<file path="src/rtl/bram_burst_reader.sv">
// Burst read initiator for a single-port bram with 1-cycle registered read latency.
// Issues reads on demand into a 2-entry output FIFO and streams words out on valid/ready with last.
module bram_burst_reader #(
    parameter int DATA_WIDTH = 32,
    parameter int ADDR_WIDTH = 5
) (
    input  logic                  clk_i,
    input  logic                  rst_i,
    input  logic                  req_valid_i,
    output logic                  req_ready_o,
    input  logic [ADDR_WIDTH-1:0] req_addr_i,
    input  logic [ADDR_WIDTH-1:0] req_len_i,
    output logic                  bram_en_o,
    output logic                  bram_we_o,
    output logic [ADDR_WIDTH-1:0] bram_addr_o,
    output logic [DATA_WIDTH-1:0] bram_data_o,
    input  logic [DATA_WIDTH-1:0] bram_data_i,
    output logic                  valid_o,
    input  logic                  ready_i,
    output logic [DATA_WIDTH-1:0] data_o,
    output logic                  last_o,
    output logic                  busy_o
);

    typedef enum logic {
        S_IDLE = 1'b0,
        S_RUN  = 1'b1
    } state_t;

    localparam logic [ADDR_WIDTH:0]   CNT_ONE  = (ADDR_WIDTH + 1)'(1);
    localparam logic [ADDR_WIDTH-1:0] ADDR_ONE = ADDR_WIDTH'(1);

    state_t                 state_q;
    logic [ADDR_WIDTH-1:0]  addr_q;
    logic [ADDR_WIDTH:0]    issue_q;
    logic [ADDR_WIDTH:0]    beat_q;
    logic                   inflight_q;
    logic [1:0]             count_q;
    logic [1:0]             count_d;
    logic                   rd_ptr_q;
    logic                   wr_ptr_q;
    logic [DATA_WIDTH-1:0]  fifo_q [2];

    logic                   req_fire;
    logic                   pop;
    logic                   push;
    logic                   issue;
    logic [2:0]             occupancy;
    logic [2:0]             limit;

    // A read may be issued only if the word it returns is guaranteed a FIFO slot,
    // counting the read still in flight and any pop happening this cycle.
    always_comb begin
        req_fire  = req_valid_i & (state_q == S_IDLE);
        pop       = (count_q != 2'd0) & ready_i;
        push      = inflight_q;
        occupancy = {1'b0, count_q} + {2'b00, inflight_q};
        limit     = 3'd2 + {2'b00, pop};
        issue     = (state_q == S_RUN) && (issue_q != '0) && (occupancy < limit);
        count_d   = count_q + {1'b0, push} - {1'b0, pop};
    end

    assign req_ready_o = (state_q == S_IDLE);
    assign busy_o      = (state_q != S_IDLE);
    assign bram_en_o   = issue;
    assign bram_addr_o = addr_q;
    assign bram_we_o   = 1'b0;
    assign bram_data_o = '0;
    assign valid_o     = (count_q != 2'd0);
    assign data_o      = fifo_q[rd_ptr_q];
    assign last_o      = valid_o & (beat_q == CNT_ONE);

    always_ff @(posedge clk_i or posedge rst_i) begin
        if (rst_i) begin
            state_q <= S_IDLE;
            addr_q  <= '0;
            issue_q <= '0;
            beat_q  <= '0;
        end else begin
            case (state_q)
                S_IDLE: begin
                    if (req_fire) begin
                        addr_q  <= req_addr_i;
                        issue_q <= {1'b0, req_len_i} + CNT_ONE;
                        beat_q  <= {1'b0, req_len_i} + CNT_ONE;
                        state_q <= S_RUN;
                    end
                end
                S_RUN: begin
                    if (issue) begin
                        addr_q  <= addr_q + ADDR_ONE;
                        issue_q <= issue_q - CNT_ONE;
                    end
                    if (pop) begin
                        beat_q <= beat_q - CNT_ONE;
                        if (last_o) begin
                            state_q <= S_IDLE;
                        end
                    end
                end
                default: state_q <= S_IDLE;
            endcase
        end
    end

    // Output FIFO: bram data is captured the cycle after its read was issued.
    always_ff @(posedge clk_i or posedge rst_i) begin
        if (rst_i) begin
            inflight_q <= 1'b0;
            count_q    <= 2'd0;
            rd_ptr_q   <= 1'b0;
            wr_ptr_q   <= 1'b0;
            fifo_q[0]  <= '0;
            fifo_q[1]  <= '0;
        end else begin
            inflight_q <= issue;
            count_q    <= count_d;
            if (push) begin
                fifo_q[wr_ptr_q] <= bram_data_i;
                wr_ptr_q         <= ~wr_ptr_q;
            end
            if (pop) begin
                rd_ptr_q <= ~rd_ptr_q;
            end
        end
    end

endmodule

</file>
<file path="config.mk">
export PLATFORM = sky130hd
export DESIGN_NAME = bram_burst_reader
export DESIGN_NICKNAME = d
export VERILOG_FILES = /design/src/rtl/bram_burst_reader.sv
export SDC_FILE = /design/constraint.sdc
export NUM_CORES = 1
export LEC_CHECK = 0
export CAP_MARGIN = 15
export CORE_MARGIN = 2
export CORE_UTILIZATION = 30
export DETAILED_ROUTE_END_ITERATION = 10
export GPL_TIMING_DRIVEN = 0
export HOLD_SLACK_MARGIN = 0.12
export PLACE_DENSITY = 0.61
export SETUP_SLACK_MARGIN = 0.3
export SYNTH_ARGS = -nofsm -noshare
export SYNTH_HDL_FRONTEND = slang
export SYNTH_SLANG_ARGS = --single-unit
</file>
<file path="constraint.sdc">
create_clock -name clk_i -period 7.9 [get_ports clk_i]
set_input_delay 1.58 -clock clk_i [delete_from_list [all_inputs] [get_ports clk_i]]
set_output_delay 1.58 -clock clk_i [all_outputs]
set_load 0.02 [all_outputs]
</file>
* Word-level counts from Yosys, hierarchy flattened
Index checks and enable logic that the tools add are counted.
** Word-level totals
- Flip-flop bits (word level) :: 87
- Input bits :: 46
- Word-level logic and storage cells :: 59
** Cells by class
- Add/subtract/negate cells :: 8
- Magnitude comparators :: 4
- Equality and inequality tests :: 4
- Muxes and demuxes :: 18
- Bitwise operators :: 8
- Reductions and logical operators :: 7
** Operators with widths (number)
- $mux 32 :: 4
- $bwmux 64 :: 1
- $demux 32 s1 :: 1
- $pmux 6 s2 :: 2
- $mux 6 :: 3
- $sub 6x1->6 const B :: 2
- $mux 5 :: 2
- $pmux 5 s2 :: 1
- $add 5x1->6 const B :: 1
- $eq 6x1->1 const B :: 1
- $ne 2x1->1 const B :: 3
- $reduce_bool 6->1 :: 1
- $add 5x1->5 const B :: 1
- $ge 2x2->1 const B :: 2
- $not 1->2 :: 2
- $reduce_and 2->1 :: 2
- $add 2x1->3 :: 1
- $add 2x1->3 const A :: 1
- $and 1x1->1 :: 3
- $logic_and 1x1->1 :: 3
- $lt 3x3->1 :: 1
- $mux 1 :: 3
- $not 1->1 :: 3
- $add 2x1->2 :: 1
- other kinds (4) :: 4

* Longest topological paths before layout
- Depth after elaboration :: 7
- Mapped depth :: 7
- Gate-level depth less buffers :: 7

* Worst setup path before layout
OpenSTA, ideal clock, no wires.
- Path type :: in2out
- From :: input ready_i
- To :: output bram_en_o
- Arrival :: 2190 ps
- Setup slack :: 4130 ps
- Stages on the path :: 3
- Buffers on the path :: 0
- Cells stage by stage :: o21ai_2 -> o21a_1 -> nor2_1
** Between the ends
- Word-level cells in the longest chain between the ends :: 4
** Ends and longest elaborated chain
- start: declaration :: RTL line 19 : input logic ready_i,
- $and 1x1->1 :: RTL line 55 : pop = (count_q != 2'd0) & ready_i;
- $add 2x1->3 :: RTL line 58 : limit = 3'd2 + {2'b00, pop};
- $lt 3x3->1 :: RTL line 59 : issue = (state_q == S_RUN) && (issue_q != '0) && (occupancy < limit);
- $logic_and 1x1->1 :: RTL line 59
- end: declaration :: RTL line 13 : output logic bram_en_o,
No other way between the ends.

* Worst setup path after layout
Same ends and word-level chain as after synthesis.

==> impl_summary.txt <==
----------------------------------------------------
[Synth]
  Yosys Warn Count ... 0
  Post-synth EDFFs ... 0
  Part of the Yosys area used for sequential elements ... 48.4%
  Unique masters post-synth ... 54
  Fraction of registers with async set/reset ... 100%
  Most used flip-flop cell after synthesis ... sky130_fd_sc_hd__dfrtp_1
  Post-Synthesis Cell Area ... 4500 um2
  Cells after Synth ... 366
  Synthesis-stage register bit count ... 87
  Average size of a mapped cell ... 12.3 um2

[Routing]
  Count of vias placed by the detailed router ... 3225
  DRT antenna net count ... 0
  Final WL ... 10400 um
  DR DRC count ... 0
  WL/cell ... 15.2 um
  Initial detailed-routing violation count ... 193
  Initial DRT Pass Iterations ... 4
  Routed via count divided by cell count ... 4.70

[Cells and area]
  Post-layout nets ... 553
  ANT cells ... 0
  Number of non-filler instances in the completed layout ... 686
  Multi-input logic area ... 2070 um2
  Leading cell types in the layout, fill and taps excluded ... sky130_fd_sc_hd__mux2_2 (94), sky130_fd_sc_hd__dfrtp_1 (87), sky130_fd_sc_hd__clkdlybuf4s50_1 (87)
  Fill cell instance count of the final layout ... 1377
  Share of layout cells above drive strength 1 ... 31.1%
  Flip-flop and latch area ... 2180 um2
  Commonest non-fill, non-tap cell in the layout ... sky130_fd_sc_hd__mux2_2
  Area growth from synthesis to layout ... 34.0%

[Critical path]
  Critical path, cell by cell ... clkdlybuf4s50_1, o21ai_2, o21a_1, nor2_1, clkdlybuf4s50_1
  Crit end category ... output port
  Crit-path slowest cell ... sky130_fd_sc_hd__clkdlybuf4s50_1
  Buf/Inv on CP ... 2
  Endpoint required time on the critical path ... 6.32 ns
  Data arrival time of the critical path ... 3.31 ns
  Worst setup path category ... primary input to output port
  Biggest cell delay along the critical path ... 0.64 ns
  Library cell appearing most often on the critical path ... sky130_fd_sc_hd__clkdlybuf4s50_1
  Minimum setup slack among reg-to-reg paths ... 5.75 ns
  Worst-path fanout max ... 8
  Family with the most delay on the worst path ... buffers and inverters
  Startpoint type of the worst setup path ... primary input

[Die]
  IO Count ... 121
  Total Die Area ... 16000 um2
  Core region area ... 14600 um2
  Die H ... 126 um
  Effective utilization at floorplan ... 30.8%
  Die outline width ... 126 um
  Number of cell rows ... 44

[CTS]
  Cts hold-fix bufs ... 0
  Max clock buf depth ... 2
  Number of clock sinks ... 87
  Clock tree from TritonCTS ... done
  Deepest level of the CTS H-tree ... 3
  Buffers inserted during post-CTS setup optimization ... 0
  Later-pin clock latency in the skew report ... 0.35 ns
  Resize count post-CTS ... 0
  Worst-path clk slew ... 0.06 ns
  Root buffer selected by CTS ... sky130_fd_sc_hd__clkbuf_16
  Inserted Clock Buffers ... 9

[STA]
  Min Clock Period, post-route ... 4.89 ns
  Period utilization ... 61.8%
  Worst hold slack ... 0.486 ns
  Fmax ... 205 MHz
  Post-route clock skew ... 0.00715 ns
  Setup TNS after final layout ... 0 ns
  Tightest slew margin relative to the limit ... 53.4%
  Unrepaired setup endpoints after global routing ... false
  Transition at the pin with the smallest max-transition slack ... 0.695 ns
  Final count of hold timing violations ... 0
  Max-slew violation total from the final report ... 0
  Final setup fails ... 0

[Placement]
  Final GP Congestion ... 0.808
  Number of port buffers ... 87
  Placed Cells ... 670
  Total half-perimeter wirelength after legalization and detailed placement ... 7610 um

[GRT]
  Number of global-route vias before repair ... 3384
  Global route total overflow ... 0
  Met1 usage ... 16.8%
  Global routing's busiest layer ... met2
  Overall global routing resource usage ... 13.6%
  Initial antenna violation count ... 0
  Global-route track usage on met3 ... 4.30%
  Largest net degree at the start of global routing ... 63
  Global-route met2 utilization ... 22.8%
  Wire length of the first global-routing pass ... 17300 um

[Worst hold path]
  Hold WC Path Type ... flop to flop

[Run status]
  Run status ... completed

[Power and ir drop]
  Leakage ... 2.59 nW
  Worst-case vdd ir drop ... 0.000178 V
  Total power divided by cell area ... 439 nW/um2

[Run]
  Number of max-cap violations ... 0

----------------------------------------------------
-- Yosys cell counts, drive strengths merged, types with 2 or more instances --
library cell,instances,share of area [%]
o31ai,3,0.50
mux2,98,25
nor3b,2,0.33
buf,40,6.3
o211ai,2,0.33
a22o,2,0.39
o311a,2,0.45
or3,4,0.56
o22a,2,0.39
clkbuf,10,0.83
a31oi,2,0.28
nor3,3,0.33
xnor2,3,0.58
o21ai,13,1.5
a41oi,3,0.75
nand2b,2,0.28
a21oi,6,0.67
o41ai,3,0.58
xor2,4,0.78
or2,2,0.28
ha,10,2.8
nand3,8,1.0
or3b,2,0.45
dfrtp,87,48
nor2,8,0.67
nand2,9,0.75
o2111ai,2,0.39
inv,12,1.0
nor2b,5,0.70
o311ai,2,0.39
-- where the power goes --
part           switching (W)  total [W]  internal [W]
combinational       0.000679    0.00143      0.000755
sequential          0.000131   0.000807      0.000676
clock               0.000187   0.000403      0.000216
total               0.000996    0.00264       0.00165
-- stage by stage --
| step | util (%) | power (W) | setup slack [ns] | cell area [um2] |
|---|---|---|---|---|
| after floorplan | - | 0.00175 | 4.07 | 4620 |
| after global placement | 39.2 | 0.00223 | 2.62 | 5720 |
| after detailed placement | 39.4 | 0.00227 | 2.98 | 5750 |
| after CTS | 41.3 | 0.00268 | 2.96 | 6030 |
| after global routing | 41.3 | 0.00284 | 2.88 | 6030 |
| final | 41.3 | 0.00264 | 3.01 | 6030 |
-- final timing paths --
check                                             from                         end  cells after the start
min in group asynchronous                        rst_i       fifo_q[9]$_DFFE_PP0P_                      2
worst max register to register    inflight_q$_DFF_PP0_  bram_addr_o[1]$_DFFE_PP0P_                      6
worst min-delay path            fifo_q[37]$_DFFE_PP0P_      fifo_q[37]$_DFFE_PP0P_                      1
worst max-delay path                           ready_i                   bram_en_o                      5
max in group asynchronous                        rst_i      fifo_q[24]$_DFFE_PP0P_                      3
worst min register to register  fifo_q[37]$_DFFE_PP0P_      fifo_q[37]$_DFFE_PP0P_                      1
-- cell type report --
cell class	count	share of cell area [%]
Timing Repair Buffer	88	14.9
Clock inverter	7	0.893
Multi-Input combinational cell	249	34.4
Tap cell	184	3.82
Buffer	50	5.36
Sequential cell	87	36.1
Inverter	12	0.789
Clock buffer	9	3.74
-- worst register-to-register path, cell delays in order (launching register included) --
cell	delay [ns]
sky130_fd_sc_hd__dfrtp_1	0.44
sky130_fd_sc_hd__ha_1	0.22
sky130_fd_sc_hd__ha_1	0.19
sky130_fd_sc_hd__nor2b_1	0.17
sky130_fd_sc_hd__o21ai_1	0.13
sky130_fd_sc_hd__o21ai_1	0.50
sky130_fd_sc_hd__mux2_1	0.38
-- registers in the layout (all words and copies together) (netlist names) --
register and count:
count_q 2, fifo_q 64, busy_o 1, bram_addr_o 5, rd_ptr_q 1, wr_ptr_q 1
inflight_q 1, issue_q 6, beat_q 6
-- per-layer routing --
layer / share of wire (%) / vias to the layer above / wire length [um]
met5: 0 / - / 0
met4: 1.6 / 0 / 170
met3: 5.3 / 12 / 552
met2: 50 / 101 / 5240
met1: 43 / 1591 / 4460
li1: - / 1521 / -
-- cell families (layout without fill, tap and decap cells) --
logic type	count (synthesis)	in the layout	share of synthesized area [%]
flip-flops	87	87	48.4
XOR/XNOR	7	7	1.36
other	1	33	0.0834
AO/OA/AOI/OAI	51	51	8.38
AND/OR/NAND/NOR	49	49	6.04
multiplexers	99	99	24.8
adder cells (fa/ha/maj)	10	10	2.78
buffers and inverters	62	166	8.18
Power figures use the tool's default switching activity.
